--- src/rtl/boot_loader_pkg.sv ---
// rtl/boot_loader_pkg.sv - shared types and lane-order helper for the boot ROM loader
package boot_loader_pkg;

    typedef enum logic [2:0] {
        IDLE,
        ROM_RD,
        ROM_CAP,
        WAIT_REQ,
        WRITE,
        IO_COLLECT,
        IO_FLUSH,
        DONE
    } state_e;

    typedef enum logic {
        SRC_ROM   = 1'b0,
        SRC_IOCTL = 1'b1
    } src_e;

    // Byte lane a stream byte lands in: little-endian fills from lane 0 up,
    // big-endian places the first byte in the most significant lane.
    function automatic int lane_of(input int idx, input int bytes, input bit big_endian);
        return big_endian ? (bytes - 1 - idx) : idx;
    endfunction

endpackage

--- src/rtl/byte_packer.sv ---
// rtl/byte_packer.sv - assembles bytes into a BYTES-wide word with lane ordering and PAD fill
module byte_packer
    import boot_loader_pkg::*;
#(
    parameter int         BYTES      = 2,
    parameter bit         BIG_ENDIAN = 1'b0,
    parameter logic [7:0] PAD        = 8'hFF,
    localparam int        IW         = (BYTES > 1) ? $clog2(BYTES) : 1
) (
    input  logic                 clk_i,
    input  logic                 reset_n_i,
    input  logic                 clear_i,
    input  logic                 load_i,
    input  logic [7:0]           byte_i,
    input  logic                 pad_i,
    output logic [8*BYTES-1:0]   word_o,
    output logic [IW-1:0]        idx_o,
    output logic                 last_o
);

    logic [8*BYTES-1:0] word_q, word_d;
    logic [IW-1:0]      idx_q, idx_d;
    logic [IW:0]        fill;

    // A byte and a pad request in the same cycle: the byte is stored first,
    // then every lane at or above the advanced index is padded.
    always_comb begin
        word_d = word_q;
        fill   = {1'b0, idx_q};
        if (load_i) begin
            word_d[8*lane_of(int'(idx_q), BYTES, BIG_ENDIAN) +: 8] = byte_i;
            fill = fill + (IW+1)'(1);
        end
        if (pad_i) begin
            for (int i = 0; i < BYTES; i++) begin
                if (i >= int'(fill)) begin
                    word_d[8*lane_of(i, BYTES, BIG_ENDIAN) +: 8] = PAD;
                end
            end
        end
        idx_d = (pad_i || fill == (IW+1)'(BYTES)) ? '0 : fill[IW-1:0];
        if (clear_i) begin
            word_d = '0;
            idx_d  = '0;
        end
    end

    always_ff @(posedge clk_i) begin
        if (!reset_n_i) begin
            word_q <= '0;
            idx_q  <= '0;
        end else begin
            word_q <= word_d;
            idx_q  <= idx_d;
        end
    end

    assign word_o = word_q;
    assign idx_o  = idx_q;
    assign last_o = (idx_q == IW'(BYTES - 1));

endmodule

--- src/rtl/boot_rom_loader.sv ---
// rtl/boot_rom_loader.sv - copies a ROM or ioctl byte stream into the BIOS shadow; BOOT_ROM_LOADER_CHECKSUM_EN adds csum
module boot_rom_loader
    import boot_loader_pkg::*;
#(
    parameter int         BYTES      = 2,
    parameter int         TAW        = 13,
    parameter int         WORDS      = 8192,
    parameter bit         BIG_ENDIAN = 1'b0,
    parameter logic [7:0] PAD        = 8'hFF
) (
    input  logic                         clk_sys,
    input  logic                         reset_n,
    input  logic                         start,
    input  logic                         src_sel,
    output logic                         rom_ce,
    output logic [TAW+$clog2(BYTES)-1:0] rom_addr,
    input  logic [7:0]                   rom_data,
    input  logic                         ioctl_download,
    input  logic                         ioctl_wr,
    input  logic [7:0]                   ioctl_dout,
    output logic                         ioctl_wait,
    input  logic                         tgt_req,
    output logic                         tgt_wr,
    output logic [TAW-1:0]               tgt_addr,
    output logic [8*BYTES-1:0]           tgt_din,
    output logic                         busy,
    output logic                         loaded,
    output logic                         overflow,
    output logic [TAW:0]                 words_loaded
`ifdef BOOT_ROM_LOADER_CHECKSUM_EN
    ,
    output logic [15:0]                  csum,
    input  logic [15:0]                  csum_expect,
    output logic                         csum_ok
`endif
);

    localparam int           RAW     = TAW + $clog2(BYTES);
    localparam int           IW      = (BYTES > 1) ? $clog2(BYTES) : 1;
    localparam logic [TAW:0] WORDS_W = (TAW+1)'(WORDS);

    state_e         state_q, state_d;
    src_e           src_q, src_d;
    logic [TAW:0]   words_q, words_d;
    logic           ovf_q, ovf_d;
    logic           fin_q, fin_d;
    logic           dl_q;
    logic           fall;

    logic           pk_clear, pk_load, pk_pad, pk_last;
    logic [7:0]     pk_byte;
    logic [IW-1:0]  pk_idx;
    logic [8*BYTES-1:0] pk_word;

    assign fall = dl_q & ~ioctl_download;

    byte_packer #(
        .BYTES      (BYTES),
        .BIG_ENDIAN (BIG_ENDIAN),
        .PAD        (PAD)
    ) u_packer (
        .clk_i     (clk_sys),
        .reset_n_i (reset_n),
        .clear_i   (pk_clear),
        .load_i    (pk_load),
        .byte_i    (pk_byte),
        .pad_i     (pk_pad),
        .word_o    (pk_word),
        .idx_o     (pk_idx),
        .last_o    (pk_last)
    );

    always_comb begin
        state_d  = state_q;
        src_d    = src_q;
        words_d  = words_q;
        ovf_d    = ovf_q;
        fin_d    = fin_q;
        pk_clear = 1'b0;
        pk_load  = 1'b0;
        pk_pad   = 1'b0;
        pk_byte  = rom_data;
        // Remember an end of download seen while a word is waiting on the target.
        if (src_q == SRC_IOCTL && fall) begin
            fin_d = 1'b1;
        end
        unique case (state_q)
            IDLE, DONE: begin
                if (start) begin
                    state_d  = (src_sel == SRC_IOCTL) ? IO_COLLECT : ROM_RD;
                    src_d    = src_e'(src_sel);
                    words_d  = '0;
                    ovf_d    = 1'b0;
                    fin_d    = 1'b0;
                    pk_clear = 1'b1;
                end else if (state_q == DONE && src_q == SRC_IOCTL && ioctl_download
                             && ioctl_wr && words_q == WORDS_W) begin
                    ovf_d = 1'b1;
                end
            end
            ROM_RD: begin
                state_d = ROM_CAP;
            end
            ROM_CAP: begin
                pk_load = 1'b1;
                state_d = pk_last ? WAIT_REQ : ROM_RD;
            end
            WAIT_REQ: begin
                if (tgt_req) begin
                    state_d = WRITE;
                end
            end
            WRITE: begin
                words_d = words_q + (TAW+1)'(1);
                if (words_d == WORDS_W || (src_q == SRC_IOCTL && (fin_q || fall))) begin
                    state_d = DONE;
                end else begin
                    state_d = (src_q == SRC_IOCTL) ? IO_COLLECT : ROM_RD;
                end
            end
            IO_COLLECT: begin
                if (ioctl_wr) begin
                    pk_load = 1'b1;
                    pk_byte = ioctl_dout;
                end
                if (ioctl_wr && pk_last) begin
                    state_d = WAIT_REQ;
                end else if (fall) begin
                    if (ioctl_wr || pk_idx != '0) begin
                        pk_pad  = 1'b1;
                        state_d = IO_FLUSH;
                    end else begin
                        state_d = DONE;
                    end
                end
            end
            IO_FLUSH: begin
                state_d = WAIT_REQ;
            end
            default: begin
                state_d = IDLE;
            end
        endcase
    end

    always_ff @(posedge clk_sys) begin
        if (!reset_n) begin
            state_q <= IDLE;
            src_q   <= SRC_ROM;
            words_q <= '0;
            ovf_q   <= 1'b0;
            fin_q   <= 1'b0;
            dl_q    <= 1'b0;
        end else begin
            state_q <= state_d;
            src_q   <= src_d;
            words_q <= words_d;
            ovf_q   <= ovf_d;
            fin_q   <= fin_d;
            dl_q    <= ioctl_download;
        end
    end

    assign rom_ce       = (state_q == ROM_RD);
    assign rom_addr     = RAW'(words_q[TAW-1:0]) * RAW'(BYTES) + RAW'(pk_idx);
    assign ioctl_wait   = (src_q == SRC_IOCTL) && (state_q == WAIT_REQ || state_q == WRITE);
    assign tgt_wr       = (state_q == WRITE);
    assign tgt_addr     = words_q[TAW-1:0];
    assign tgt_din      = pk_word;
    assign busy         = (state_q != IDLE) && (state_q != DONE);
    assign loaded       = (state_q == DONE);
    assign overflow     = ovf_q;
    assign words_loaded = words_q;

`ifdef BOOT_ROM_LOADER_CHECKSUM_EN
    logic [15:0] csum_q, csum_d;

    // Only real stream bytes reach pk_load; PAD lanes never enter the sum.
    always_comb begin
        csum_d = csum_q;
        if (pk_clear) begin
            csum_d = '0;
        end else if (pk_load) begin
            csum_d = csum_q + {8'h00, pk_byte};
        end
    end

    always_ff @(posedge clk_sys) begin
        if (!reset_n) begin
            csum_q <= '0;
        end else begin
            csum_q <= csum_d;
        end
    end

    assign csum    = csum_q;
    assign csum_ok = loaded && (csum_q == csum_expect);
`endif

endmodule

--- config.mk ---
export PLATFORM = sky130hd
export DESIGN_NAME = boot_rom_loader
export DESIGN_NICKNAME = d
export VERILOG_FILES = /design/src/rtl/boot_loader_pkg.sv /design/src/rtl/byte_packer.sv /design/src/rtl/boot_rom_loader.sv
export SDC_FILE = /design/constraint.sdc
export NUM_CORES = 1
export LEC_CHECK = 0
export CELL_PAD_IN_SITES_DETAIL_PLACEMENT = 0
export CELL_PAD_IN_SITES_GLOBAL_PLACEMENT = 1
export CORE_ASPECT_RATIO = 1.5
export CORE_MARGIN = 4
export CORE_UTILIZATION = 34
export DETAILED_ROUTE_END_ITERATION = 10
export PLACE_DENSITY_LB_ADDON = 0.1
export SLEW_MARGIN = 20
export SYNTH_ARGS = -nofsm -noshare
export SYNTH_HDL_FRONTEND = slang
export SYNTH_SLANG_ARGS = --single-unit
--- constraint.sdc ---
create_clock -name clk_sys -period 7.4 [get_ports clk_sys]
set_clock_uncertainty 0.15 [all_clocks]
set_input_delay 1.48 -clock clk_sys [delete_from_list [all_inputs] [get_ports clk_sys]]
set_output_delay 1.48 -clock clk_sys [all_outputs]
set_load 0.02 [all_outputs]
==> impl_metrics.tcl <==
set metrics [dict create \
    status "completed" \
    rrSetupSlack_ns 4.72 \
    end_kind "output port" \
    core-area_um2 6900 \
    port_buffers 85 \
    io_pins 86 \
    crit_family "buffers and inverters" \
    clock_path_buffers 2 \
    async_flop_share_pct 0 \
    numCtsBuffers 5 \
    drive_above_1_share_pct 6.45 \
    worstPathMaxFanout 22 \
    gp_congestion 0.903 \
    htree_levels 2 \
    finalSetupViolCount 0 \
    ir_drop_mv 0.0825 \
    avgSynthCellArea_um2 7.56 \
    fin_tns_setup_ns 0 \
    wl_um 6730 \
    hp-class "reg2reg" \
    synthesis.nets 351 \
    clock-sinks 38 \
    nets 402 \
    num-fill-cells 700 \
    ant_nets 0 \
    synth_edf_count 0 \
    cts_resized 0 \
    syn_area_um2 2420 \
    cts_setup_buffers 0 \
    synthCells 320 \
    reg2reg_from "words_loaded[1]" \
    regArea_um2 761 \
    grt_max_degree 23 \
    crit_buf_inv 3 \
    cp_slowest_cell "clkdlybuf4s50_1" \
    clock-root-buffer "clkbuf_8" \
    synthDistinctLibCells 50 \
    start_kind "flop" \
    routedWlPerCell_um 15.0 \
    slew_viol_final 0 \
    area_growth_pct 33.6 \
    timing.slew.headroom_pct 47.2 \
    rows 37 \
    final_common_cell "clkdlybuf4s50_1" \
    rr_worst_depth 7 \
    clock_latency_ns 0.29 \
    fin_ws_ns 2.94 \
    crit_type "reg2out" \
    firstDrtPassIters 4 \
    finalCritPeriodShare_pct 60.3 \
    cp_data_required_time_ns 5.77 \
    worst-endpoint-arrival_ns 2.83 \
    period_needed_ns 4.46 \
    vias 2384 \
    ys_ff_latch 38 \
    crit_chain "inv_1 -> nand3_1 -> clkinv_1 -> clkdlybuf4s50_1" \
    hold_path_depth 2 \
    max_freq_mhz 224 \
    overflow 0 \
    dp_hpwl_um 5130 \
    power.static_leakage_uw 0.00109 \
    pwr_density_cell_nw_per_um2 195 \
    ys_seq_area_share_pct 31.5 \
    r2r_end "state_q[2]" \
    multi_input_area_um2 1340 \
    worstMarginPinSlew_ns 0.790 \
    layout_common_cells "85 x clkdlybuf4s50_1, 48 x nand2_1, 38 x dfxtp_1, 26 x nor2_1" \
    cts_tree "yes" \
    place_ws_ns 3.23 \
    drc 0 \
    drtIter0Drc 122 \
    antenna_found_initial 0 \
    dieArea_um2 8550 \
    holdBufCountCts 0 \
    floorplan.die.width_um 76.9 \
    die_y_um 111 \
    grt_pass1_wl_um 11200 \
    via_per_inst 5.30 \
    hold_viol 0 \
    start_util_pct 35.1 \
    synth_flop_cell "dfxtp_1" \
    ys_warn_count 0 \
    insertedDiodeCount 0 \
    grt_pass1_vias 2257 \
    cts.clk_slew.worst_paths_ns 0.08 \
    grt_setup_unrepaired "no" \
    maxCapViolCount 0 \
    hp-start "fin_q" \
    cpPeakStageDelay_ns 0.66 \
    track_usage_pct 15.8 \
    hold_path_end "fin_q" \
]
==> per-layer routing <==
metal  part of all wire (%)  global-route usage, %  vias up
met2                     54                   29.9       82
met3                    5.7                   3.17       11
li1                       -                      -     1197
met4                    2.1                   5.44        0
met1                     39                   16.9     1094
met5                      0                      0        -
==> cell usage after synthesis, types with 2 or more instances <==
| master | instances | share of area [%] |
|---|---|---|
| nand2_1 | 48 | 7.4 |
| dfxtp_1 | 38 | 31 |
| buf_4 | 29 | 9.0 |
| nor2_1 | 26 | 4.0 |
| a21oi_1 | 20 | 4.1 |
| a31oi_1 | 20 | 5.2 |
| o21ai_0 | 20 | 4.1 |
| inv_1 | 12 | 1.9 |
| nand3_1 | 11 | 2.3 |
| nor3_1 | 10 | 2.1 |
| clkbuf_1 | 8 | 1.2 |
| ha_1 | 8 | 4.1 |
| mux2_2 | 8 | 3.7 |
| nand2b_1 | 5 | 1.3 |
| or3_1 | 5 | 1.3 |
| nand4_1 | 4 | 1.0 |
| and2_1 | 3 | 0.78 |
| and3_1 | 3 | 0.78 |
| nor4_1 | 3 | 0.78 |
| xnor2_1 | 3 | 1.1 |
| a21o_1 | 2 | 0.62 |
| a311oi_1 | 2 | 0.72 |
| and3_4 | 2 | 0.93 |
| buf_2 | 2 | 0.41 |
| nand3b_1 | 2 | 0.62 |
| nor2b_1 | 2 | 0.52 |
==> final cells by class <==
class | instances | share of cell area [%]
Tap cell | 78 | 3.02
Multi-Input combinational cell | 228 | 41.3
Clock inverter | 3 | 2.13
Inverter | 13 | 1.51
Sequential cell | 38 | 23.5
Timing Repair Buffer | 85 | 26.3
Clock buffer | 5 | 2.13
==> worst max-delay path by stage <==
| stage | from | end | slack (ns) | cells after the start |
|---|---|---|---|---|
| finish | state_q[1] | tgt_wr | 2.94 | 4 |
| global route | state_q[1] | tgt_wr | 2.72 | 4 |
| CTS | state_q[1] | tgt_wr | 2.91 | 4 |
| detailed placement | state_q[1] | tgt_wr | 3.23 | 4 |
| global placement | state_q[1] | tgt_wr | 3.29 | 4 |
| floorplan | state_q[0] | ioctl_wait | 4.38 | 4 |
==> cell families after synthesis <==
family / synth area share, %
AND/OR/NAND/NOR: 26.8
buffers and inverters: 13.3
XOR/XNOR: 1.45
multiplexers: 4.14
AO/OA/AOI/OAI: 18.7
flip-flops: 31.5
adder cells (fa/ha/maj): 4.14
==> worst register-to-register path: cells and delay by family (launching register included) <==
family / cells / cell delay (ns)
adders and majority gates: 1 / 0.33
and+or+nand+nor: 3 / 0.99
AOI/OAI and AO/OA: 3 / 0.63
DFF: 1 / 0.50
==> state kept, by name, summed over array words and instances, names as in the netlist <==
name	count
u_packer.word_o	16
words_loaded	14
state_q	3
dl_q	1
fin_q	1
overflow	1
src_q	1
u_packer.idx_o	1
==> power breakdown <==
group	switching (uW)	internal [uW]	leakage [uW]
clock	80.7	135	0.0000683
combinational	105	73.4	0.000714
sequential	21.3	215	0.000307
==> metrics by stage <==
| step | util (%) | std cells | power (uW) | hold WS, ns | cell area [um^2] |
|---|---|---|---|---|---|
| after global placement | 44.9 | 442 | 422 | 0.301 | 3090 |
| after global routing | 46.9 | 450 | 667 | 0.357 | 3230 |
| final | 46.9 | 450 | 630 | 0.329 | 3230 |
| after CTS | 46.9 | 450 | 640 | 0.330 | 3230 |
| after floorplan | - | 320 | 356 | 0.287 | 2420 |
| after detailed placement | 44.9 | 442 | 421 | 0.312 | 3090 |
Note: power is estimated with default switching activity, not from simulation.
